===== src/rtl/handshake_arbiter_pkg.sv =====
// Shared types for the handshake arbiter: FSM state encoding and wait-counter width.
package hs_arb_pkg;

  typedef enum logic [1:0] {
    IDLE    = 2'd0,
    PUSH    = 2'd1,
    WAIT_LO = 2'd2,
    WAIT_HI = 2'd3
  } hs_state_t;

  localparam int TO_CNT_W = 16;

endpackage


===== src/rtl/handshake_arbiter_rr_pick.sv =====
// Combinational round-robin selector: first asserted request strictly after ptr, with wrap.
module rr_pick #(
  parameter int NUM_REQ = 4,
  parameter int IDX_W   = 2
) (
  input  logic [NUM_REQ-1:0] req,
  input  logic [IDX_W-1:0]   ptr,
  output logic [NUM_REQ-1:0] gnt,
  output logic [IDX_W-1:0]   idx,
  output logic               any
);

  // Two passes: indices above ptr first, then the wrapped range up to ptr.
  always_comb begin
    gnt = '0;
    idx = '0;
    any = 1'b0;
    for (int j = 0; j < NUM_REQ; j++) begin
      if (!any && req[j] && (j > int'(ptr))) begin
        any    = 1'b1;
        gnt[j] = 1'b1;
        idx    = IDX_W'(j);
      end
    end
    for (int j = 0; j < NUM_REQ; j++) begin
      if (!any && req[j] && (j <= int'(ptr))) begin
        any    = 1'b1;
        gnt[j] = 1'b1;
        idx    = IDX_W'(j);
      end
    end
  end

endmodule


===== src/rtl/handshake_arbiter.sv =====
// Round-robin front end for one Handshake CDC channel: picks a requester, emits a
// single-cycle push with {tag, payload}, then waits for ready to fall and rise again.
module handshake_arbiter
  import hs_arb_pkg::*;
#(
  parameter int NUM_REQ        = 4,
  parameter int REQ_DATA_WIDTH = 30,
  parameter int TAG_WIDTH      = 2,
  parameter int TIMEOUT_CYCLES = 1024
) (
  input  logic                              i_IClk,
  input  logic                              i_iReset_N,
  input  logic [NUM_REQ-1:0]                i_iReq,
  input  logic [NUM_REQ*REQ_DATA_WIDTH-1:0] i_iReqData,
  output logic [NUM_REQ-1:0]                o_iGrant,
  output logic                              o_iPush,
  output logic [TAG_WIDTH+REQ_DATA_WIDTH-1:0] o_iHsData,
  input  logic                              i_iHsReady,
  output logic                              o_iBusy,
  output logic                              o_iTimeout,
  input  logic                              i_iClrTimeout
);

  if (2**TAG_WIDTH < NUM_REQ) begin : g_bad_tag
    $error("handshake_arbiter: TAG_WIDTH too small for NUM_REQ");
  end
  if (NUM_REQ < 2 || NUM_REQ > 16) begin : g_bad_nreq
    $error("handshake_arbiter: NUM_REQ must be 2..16");
  end
  if (TIMEOUT_CYCLES < 1 || TIMEOUT_CYCLES > 65536) begin : g_bad_to
    $error("handshake_arbiter: TIMEOUT_CYCLES must be 1..65536");
  end

  localparam logic [TO_CNT_W-1:0] TO_LAST = TO_CNT_W'(TIMEOUT_CYCLES - 1);

  hs_state_t                                state, state_nxt;
  logic [TAG_WIDTH-1:0]                     ptr;
  logic [TO_CNT_W-1:0]                      wcnt;
  logic                                     to_hit;
  logic                                     win;
  logic [NUM_REQ-1:0][REQ_DATA_WIDTH-1:0]   req_data;
  logic [REQ_DATA_WIDTH-1:0]                pick_data;
  logic [NUM_REQ-1:0]                       pick_gnt;
  logic [TAG_WIDTH-1:0]                     pick_idx;
  logic                                     pick_any;

  assign req_data = i_iReqData;

  rr_pick #(
    .NUM_REQ (NUM_REQ),
    .IDX_W   (TAG_WIDTH)
  ) u_pick (
    .req (i_iReq),
    .ptr (ptr),
    .gnt (pick_gnt),
    .idx (pick_idx),
    .any (pick_any)
  );

  always_comb begin
    pick_data = '0;
    for (int j = 0; j < NUM_REQ; j++)
      if (pick_gnt[j]) pick_data = req_data[j];
  end

  // Arbitration only while idle and the channel reports ready.
  assign win = (state == IDLE) && i_iHsReady && pick_any;

  always_comb begin
    state_nxt = state;
    to_hit    = 1'b0;
    case (state)
      IDLE:    if (win) state_nxt = PUSH;
      PUSH:    state_nxt = WAIT_LO;
      WAIT_LO: begin
        if (wcnt == TO_LAST) begin
          to_hit    = 1'b1;
          state_nxt = IDLE;
        end else if (!i_iHsReady) begin
          state_nxt = WAIT_HI;
        end
      end
      WAIT_HI: begin
        if (i_iHsReady) begin
          state_nxt = IDLE;
        end else if (wcnt == TO_LAST) begin
          to_hit    = 1'b1;
          state_nxt = IDLE;
        end
      end
      default: state_nxt = IDLE;
    endcase
  end

  always_ff @(posedge i_IClk) begin
    if (!i_iReset_N) begin
      state      <= IDLE;
      ptr        <= TAG_WIDTH'(NUM_REQ - 1);
      wcnt       <= '0;
      o_iGrant   <= '0;
      o_iPush    <= 1'b0;
      o_iHsData  <= '0;
      o_iBusy    <= 1'b0;
      o_iTimeout <= 1'b0;
    end else begin
      state    <= state_nxt;
      o_iBusy  <= (state_nxt != IDLE);
      o_iPush  <= win;
      o_iGrant <= win ? pick_gnt : '0;
      if (win) begin
        ptr       <= pick_idx;
        o_iHsData <= {pick_idx, pick_data};
      end
      if (win)
        wcnt <= '0;
      else if (state == WAIT_LO || state == WAIT_HI)
        wcnt <= wcnt + 1'b1;
      // A timeout in the same cycle as a clear keeps the flag set.
      if (to_hit)
        o_iTimeout <= 1'b1;
      else if (i_iClrTimeout)
        o_iTimeout <= 1'b0;
    end
  end

endmodule


===== config.mk =====
export PLATFORM = sky130hd
export DESIGN_NAME = handshake_arbiter
export DESIGN_NICKNAME = d
export VERILOG_FILES = /design/src/rtl/handshake_arbiter_pkg.sv /design/src/rtl/handshake_arbiter_rr_pick.sv /design/src/rtl/handshake_arbiter.sv
export SDC_FILE = /design/constraint.sdc
export NUM_CORES = 1
export LEC_CHECK = 0
export ABC_AREA = 1
export CELL_PAD_IN_SITES_DETAIL_PLACEMENT = 0
export CELL_PAD_IN_SITES_GLOBAL_PLACEMENT = 1
export CORE_AREA = 2 2 104 126
export CTS_CLUSTER_DIAMETER = 150
export DETAILED_ROUTE_END_ITERATION = 10
export DIE_AREA = 0 0 106 128
export GPL_TIMING_DRIVEN = 0
export PLACE_DENSITY_LB_ADDON = 0.08
export SYNTH_ARGS = -nofsm -noshare
export SYNTH_HDL_FRONTEND = slang
export SYNTH_SLANG_ARGS = --single-unit

===== constraint.sdc =====
create_clock -name i_IClk -period 2.8 [get_ports i_IClk]
set_clock_uncertainty 0.05 [all_clocks]
set_input_delay 0.56 -clock i_IClk [delete_from_list [all_inputs] [get_ports i_IClk]]
set_output_delay 0.56 -clock i_IClk [all_outputs]
set_load 0.02 [all_outputs]

==> flow_summary.ini, run 1 <==
[run_status]
outcome = finished, final reports clean

[timing]
drv_slew = 0
fmax_mhz = 482
setup_violations = 0
min_period_over_period_pct = 74.2
period_needed_ps = 2080
finalSetupTns_ps = 0
relSlewSlack_pct = 64.4
hold_viol_final = 0
tightest_slew_ps = 534
whs_ps = 418
rsz0062_at_grt = false

[cts]
clock_sinks = 59
htreeDepth = 3
clk_path_buf_depth = 2
path_clk_slew_ps = 50
postCtsSetupRepairBufs = 0
clk_latency_ps = 320
cts_tree = yes
cts_root_buf = clkbuf_16
cts_buffers = 9
ctsHoldBuffers = 0
cts_resized = 0

[floorplan]
die_area_um2 = 13600
die_w_um = 106
start_util_pct = 27.2
ios = 167
die_h_um = 128
row_count = 45
design.core.area_um2 = 12400

[logic_synthesis]
synth.area.top_cells = dfxtp_1, nand2_1, nor2_1, nand3_1, inv_1
synth_top_area_cell = dfxtp_1
synth_fp_nets = 689
ys_ff_latch = 59
syn_avg_cell_area_um2 = 6.04
synth_seq_area_share_pct = 34.9
synth_area_um2 = 3380
synth_warnings = 0
syn_inst = 560
yosysTopAreaCellShare_pct = 34.9
ys_types = 32

[critical_path]
worst-path-stages = 11
crit_path_top_delay_cell = clkdlybuf4s50_1
cp-startpoint = i_iReq[1]
critPathLaunchType = input pin
slowest_delay_ps = 470
critPathMaxFanout = 10
cp.arrival_ps = 2290
setup.worst_path.end = o_iHsData[3]
path_cells = clkdlybuf4s50_1 > inv_1 > nor2_1 > a21oi_1 > nand3_1 > nand2_1 > buf_2 > nand2_1 > nand3_1 > nand2_1 > nand2_1
r2r_slack_ps = 1120
critPathCaptureType = flip-flop
critical-path-top-delay-family = buffers and inverters
reg2reg_depth = 8
worstReg2RegStart = wcnt[0]
critPathMostFrequentCell = nand2_1
path_buf_inv = 3
critPathRequiredTime_ps = 3010
path_class = in -> reg
r2r-end = wcnt[14]

[power_and_ir_drop]
switching_power_uw = 798
ir_drop_mv = 0.349
cellPowerDensity_nw_per_um2 = 506
p_leak_nw = 2.60
power_frac_seq_pct = 33.2
p_clk_share_pct = 39.4
p_sw_share_pct = 28.4
internal_power_mw = 2.02
comb_power_share_pct = 27.4

[detailed_routing]
totalWireLength_um = 11100
drtIter0Drc = 106
antenna_left = 0
vias_per_cell = 4.32
drcViolationCount = 0
wl_per_cell_um = 12.2
firstDrtPassIters = 4
vias = 3916

[final_layout]
final_common_cell = clkdlybuf4s50_1
n_antenna_cell = 0
area_growth_pct = 64.2
drive_gt1_share_pct = 6.74
multi_input_area_um2 = 1760
fillers = 1342
ff_latch_area_um2 = 1180
layout_common_cells = clkdlybuf4s50_1, nand2_1, nor2_1
finalNetCount = 866

[placed_design]
hpwlAfterDp_um = 8410
portBuffers = 166
place_congestion = 0.792

[job]
drv_cap = 0

[global_routing]
grt_pass1_wl_um = 17900
track_usage_pct = 16.6
grt_pass1_vias = 3822
antenna_found_initial = 0
grt-ovfl-total = 0
grt_start_max_net_pins = 11

[hold_path]
hp-class = reg -> reg
==> per-stage QoR <==
| step | instance area (um^2) | util [%] | setup slack (ps) | std cells | power [mW] |
|---|---|---|---|---|---|
| 2_1_floorplan | 3380 | - | 1210 | 560 | 1.34 |
| 3_3_place_gp | 5250 | 42.2 | 388 | 890 | 1.73 |
| 3_5_place_dp | 5250 | 42.2 | 381 | 890 | 1.73 |
| 4_1_cts | 5560 | 44.7 | 706 | 906 | 2.86 |
| 5_1_grt | 5560 | 44.7 | 503 | 906 | 2.98 |
| 6_report | 5560 | 44.7 | 723 | 906 | 2.81 |
==> tightest hold or removal path: cells and delay by family, from the launching register on <==
| kind | cells | cell delay, ps |
|---|---|---|
| simple gates | 2 | 120 |
| flops | 1 | 300 |
==> cell usage after synthesis, drive strengths merged <==
library cell  instances
a41oi                 1
o21a                  1
o31ai                 1
nor4                  1
nor3b                 2
dfxtp                59
nor2                114
nor3                  7
xnor2                 2
nand3                75
xor2                  6
nand4                 5
a31oi                 1
a21oi                 9
buf                  20
inv                  83
and3                  1
clkbuf                4
nand2               165
o21ai                 2
ha                    1
==> cell type report <==
type | count | share of cell area [%]
Timing Repair Buffer | 166 | 29.9
Inverter | 83 | 5.61
Buffer | 24 | 2.41
Clock inverter | 4 | 0.878
Sequential cell | 59 | 21.3
Clock buffer | 12 | 4.62
Tap cell | 164 | 3.69
Multi-Input combinational cell | 394 | 31.6
==> kinds of logic (layout without fill, tap and decap cells) <==
kind of cell / after synthesis / count (layout) / share of synthesized area, %
adder cells (fa/ha/maj): 1 / 1 / 0.370
XOR/XNOR: 8 / 8 / 2.07
buffers and inverters: 107 / 289 / 13.2
AO/OA/AOI/OAI: 15 / 15 / 2.85
flip-flops: 59 / 59 / 34.9
AND/OR/NAND/NOR: 370 / 370 / 46.7
==> power groups by stage <==
stage | logic (mW) | clock network (mW) | registers [mW]
2_1_floorplan | 0.322 | 0 | 1.01
3_3_place_gp | 0.783 | 0 | 0.948
3_5_place_dp | 0.783 | 0 | 0.951
4_1_cts | 0.787 | 1.14 | 0.934
5_1_grt | 0.858 | 1.19 | 0.939
6_report | 0.770 | 1.11 | 0.934
==> flip-flops by register name (all words and copies together), names as in the netlist <==
name / count
o_iBusy: 1
o_iHsData: 32
o_iPush: 1
state: 2
ptr: 2
o_iTimeout: 1
o_iGrant: 4
wcnt: 16
==> per-layer routing <==
metal  share of wire (%)  GRT usage [%]  up-vias
met5                   0              0        -
met4                 2.0           5.11        0
met3                 6.2           4.52       15
met2                  48           30.4      107
met1                  44           18.6     1736
li1                    -              -     2058
==> worst min-delay path by stage <==
stage                          to  cells past startpoint  slack (ps)          start
floorplan                wcnt[15]                      2         390       wcnt[15]
global placement         wcnt[15]                      2         400       wcnt[15]
detailed placement   o_iHsData[8]                      2         410   o_iHsData[8]
CTS                  o_iHsData[3]                      2         420   o_iHsData[3]
global route        o_iHsData[21]                      2         440  o_iHsData[21]
finish               o_iHsData[3]                      2         420   o_iHsData[3]
Note: power is estimated with default switching activity, not from simulation.
==> run 2: changes to the inputs <==
--- a/config.mk
+++ b/config.mk
@@ -8,10 +8,10 @@
 export ABC_AREA = 1
 export CELL_PAD_IN_SITES_DETAIL_PLACEMENT = 0
 export CELL_PAD_IN_SITES_GLOBAL_PLACEMENT = 1
-export CORE_AREA = 2 2 104 126
+export CORE_AREA = 2 2 108 130
 export CTS_CLUSTER_DIAMETER = 150
 export DETAILED_ROUTE_END_ITERATION = 10
-export DIE_AREA = 0 0 106 128
+export DIE_AREA = 0 0 110 132
 export GPL_TIMING_DRIVEN = 0
 export PLACE_DENSITY_LB_ADDON = 0.08
 export SYNTH_ARGS = -nofsm -noshare
==> constraint.sdc (replaced) <==
create_clock -name i_IClk -period 2.11 [get_ports i_IClk]
set_clock_uncertainty 0.05 [all_clocks]
set_input_delay 0.422 -clock i_IClk [delete_from_list [all_inputs] [get_ports i_IClk]]
set_output_delay 0.422 -clock i_IClk [all_outputs]
set_load 0.02 [all_outputs]
==> run 2 against run 1 <==
Via count shrank 0.38%; wire length is 1.6% higher; clock-buffer cell count grew 1; largest power group unchanged; largest cell class unchanged; sequential share of layout area is 0.067 points lower; critical endpoint is now o_iHsData[13].
==> flow_summary.ini, run 2 (synthesis gave the netlist of run 1 again) <==
[cts]
cts_buffers = 9
ctsHoldBuffers = 0
clk_latency_ps = 320
cts_root_buf = clkbuf_16
clock_sinks = 59
htreeDepth = 3
cts_tree = yes
path_clk_slew_ps = 50
clk_path_buf_depth = 2

[timing]
rsz0062_at_grt = false
hold_viol_final = 0
fmax_mhz = 507
tightest_slew_ps = 552
whs_ps = 415
period_needed_ps = 1970
min_period_over_period_pct = 93.5
drv_slew = 0
relSlewSlack_pct = 63.2
setup_violations = 0

[final_layout]
regMostFlops = o_iHsData
layout_common_cells = clkdlybuf4s50_1, nand2_1, nor2_1
finalNetCount = 867
drive_gt1_share_pct = 6.88
area_growth_pct = 64.7
top_regs = o_iHsData: 32 flops, wcnt: 16 flops, o_iGrant: 4 flops
largest_register_ffs = 32
fillers = 1430
n_antenna_cell = 0
fin_area_um2 = 5570
final_common_cell = clkdlybuf4s50_1

[global_routing]
grt-ovfl-total = 0
grt_pass1_vias = 3926
grt_start_max_net_pins = 11
grt_pass1_wl_um = 18100
antenna_found_initial = 0
track_usage_pct = 15.9

[hold_path]
min_from = wcnt[15]
hp-class = reg -> reg
hold_path_depth = 2
hold-path-endpoint = wcnt[15]

[floorplan]
row_count = 46
die_area_um2 = 14500
start_util_pct = 25.7
design.core.area_um2 = 13200
die_w_um = 110
die_h_um = 132
ios = 167

[detailed_routing]
totalWireLength_um = 11200
wl_per_cell_um = 12.4
vias = 3901
drcViolationCount = 0
firstDrtPassIters = 4
vias_per_cell = 4.29
antenna_left = 0
drtIter0Drc = 102

[power_and_ir_drop]
total_power_mw = 3.68
ir_drop_mv = 0.311
cellPowerDensity_nw_per_um2 = 660
p_leak_nw = 2.60

[critical_path]
cp.arrival_ps = 2150
critPathMaxFanout = 10
r2r-end = o_iHsData[13]
worstReg2RegStart = ptr[1]
path_class = in -> reg
critPathRequiredTime_ps = 2280
r2r_slack_ps = 380
critPathLaunchType = input pin
reg2reg_depth = 10
critPathCaptureType = flip-flop

[placed_design]
place_area_um2 = 5260
place_congestion = 0.809
portBuffers = 166
hpwlAfterDp_um = 8590

[run_status]
outcome = finished, final reports clean

[job]
drv_cap = 0
## run 2: changes by cell type in the layout (fill, tap and decap cells not counted), moves of 2 or more
cell,change
clkbuf_8,+2
clkinv_2,-2
clkbuf_4,+3
buf_2,-4
buf_6,+2
## run 2: area by class of cell
cell class / instances / area [um^2] / share of cell area (%)
plain buffers: 24 / 151 / 2.72
clock buffers: 13 / 280 / 5.03
clock inverters: 1 / 7.51 / 0.135
inverters: 83 / 312 / 5.59
multi-input cells: 394 / 1760 / 31.6
flip-flops and latches: 59 / 1180 / 21.2
well taps: 168 / 210 / 3.77
repair buffers: 167 / 1670 / 29.9
## run 2: timing repair
item,CTS,global route
gates resized for setup,0,8
setup endpoints to repair,0,11
setup buffers,0,1
## run 2: critical path, cell delays in order
cell	delay (ps)
clkdlybuf4s50_1	590
inv_1	80
a41oi_2	360
buf_2	330
nor2_1	70
nor2_1	100
nand3_1	80
nand2_1	60
nand2_1	40
## run 2: through the flow
step | utilization, % | std cells | setup TNS [ps] | setup WS, ps
3_3_place_gp | 39.9 | 894 | -5260 | -192
3_5_place_dp | 39.9 | 894 | -5600 | -202
5_1_grt | 42.3 | 909 | 0 | 1.42
2_1_floorplan | - | 560 | 0 | 658
6_report | 42.3 | 909 | 0 | 138
4_1_cts | 42.1 | 908 | 0 | 125
## run 2: worst max path at each step
stage | start | cells after the start | end | slack (ps)
final | i_iReq[0] | 9 | o_iHsData[13] | 140
after global routing | i_iReq[1] | 10 | o_iHsData[13] | 1
after CTS | i_iReq[1] | 10 | o_iHsData[13] | 130
after detailed placement | i_iReq[1] | 10 | o_iHsData[13] | -200
after global placement | i_iReq[1] | 10 | o_iHsData[13] | -190
after floorplan | i_iReq[1] | 9 | o_iHsData[10] | 660
## run 2: report_power, final
group          total, mW  switching (mW)  internal (mW)
Clock               1.40           0.491          0.908
Sequential          1.24          0.0416           1.20
Combinational       1.04           0.528          0.511
## run 2: metal layers
layer,global-route usage (%),part of all wire [%]
met4,6.33,2.5
met3,4.99,7.6
met5,0,0
met1,17.5,42
met2,27.7,48
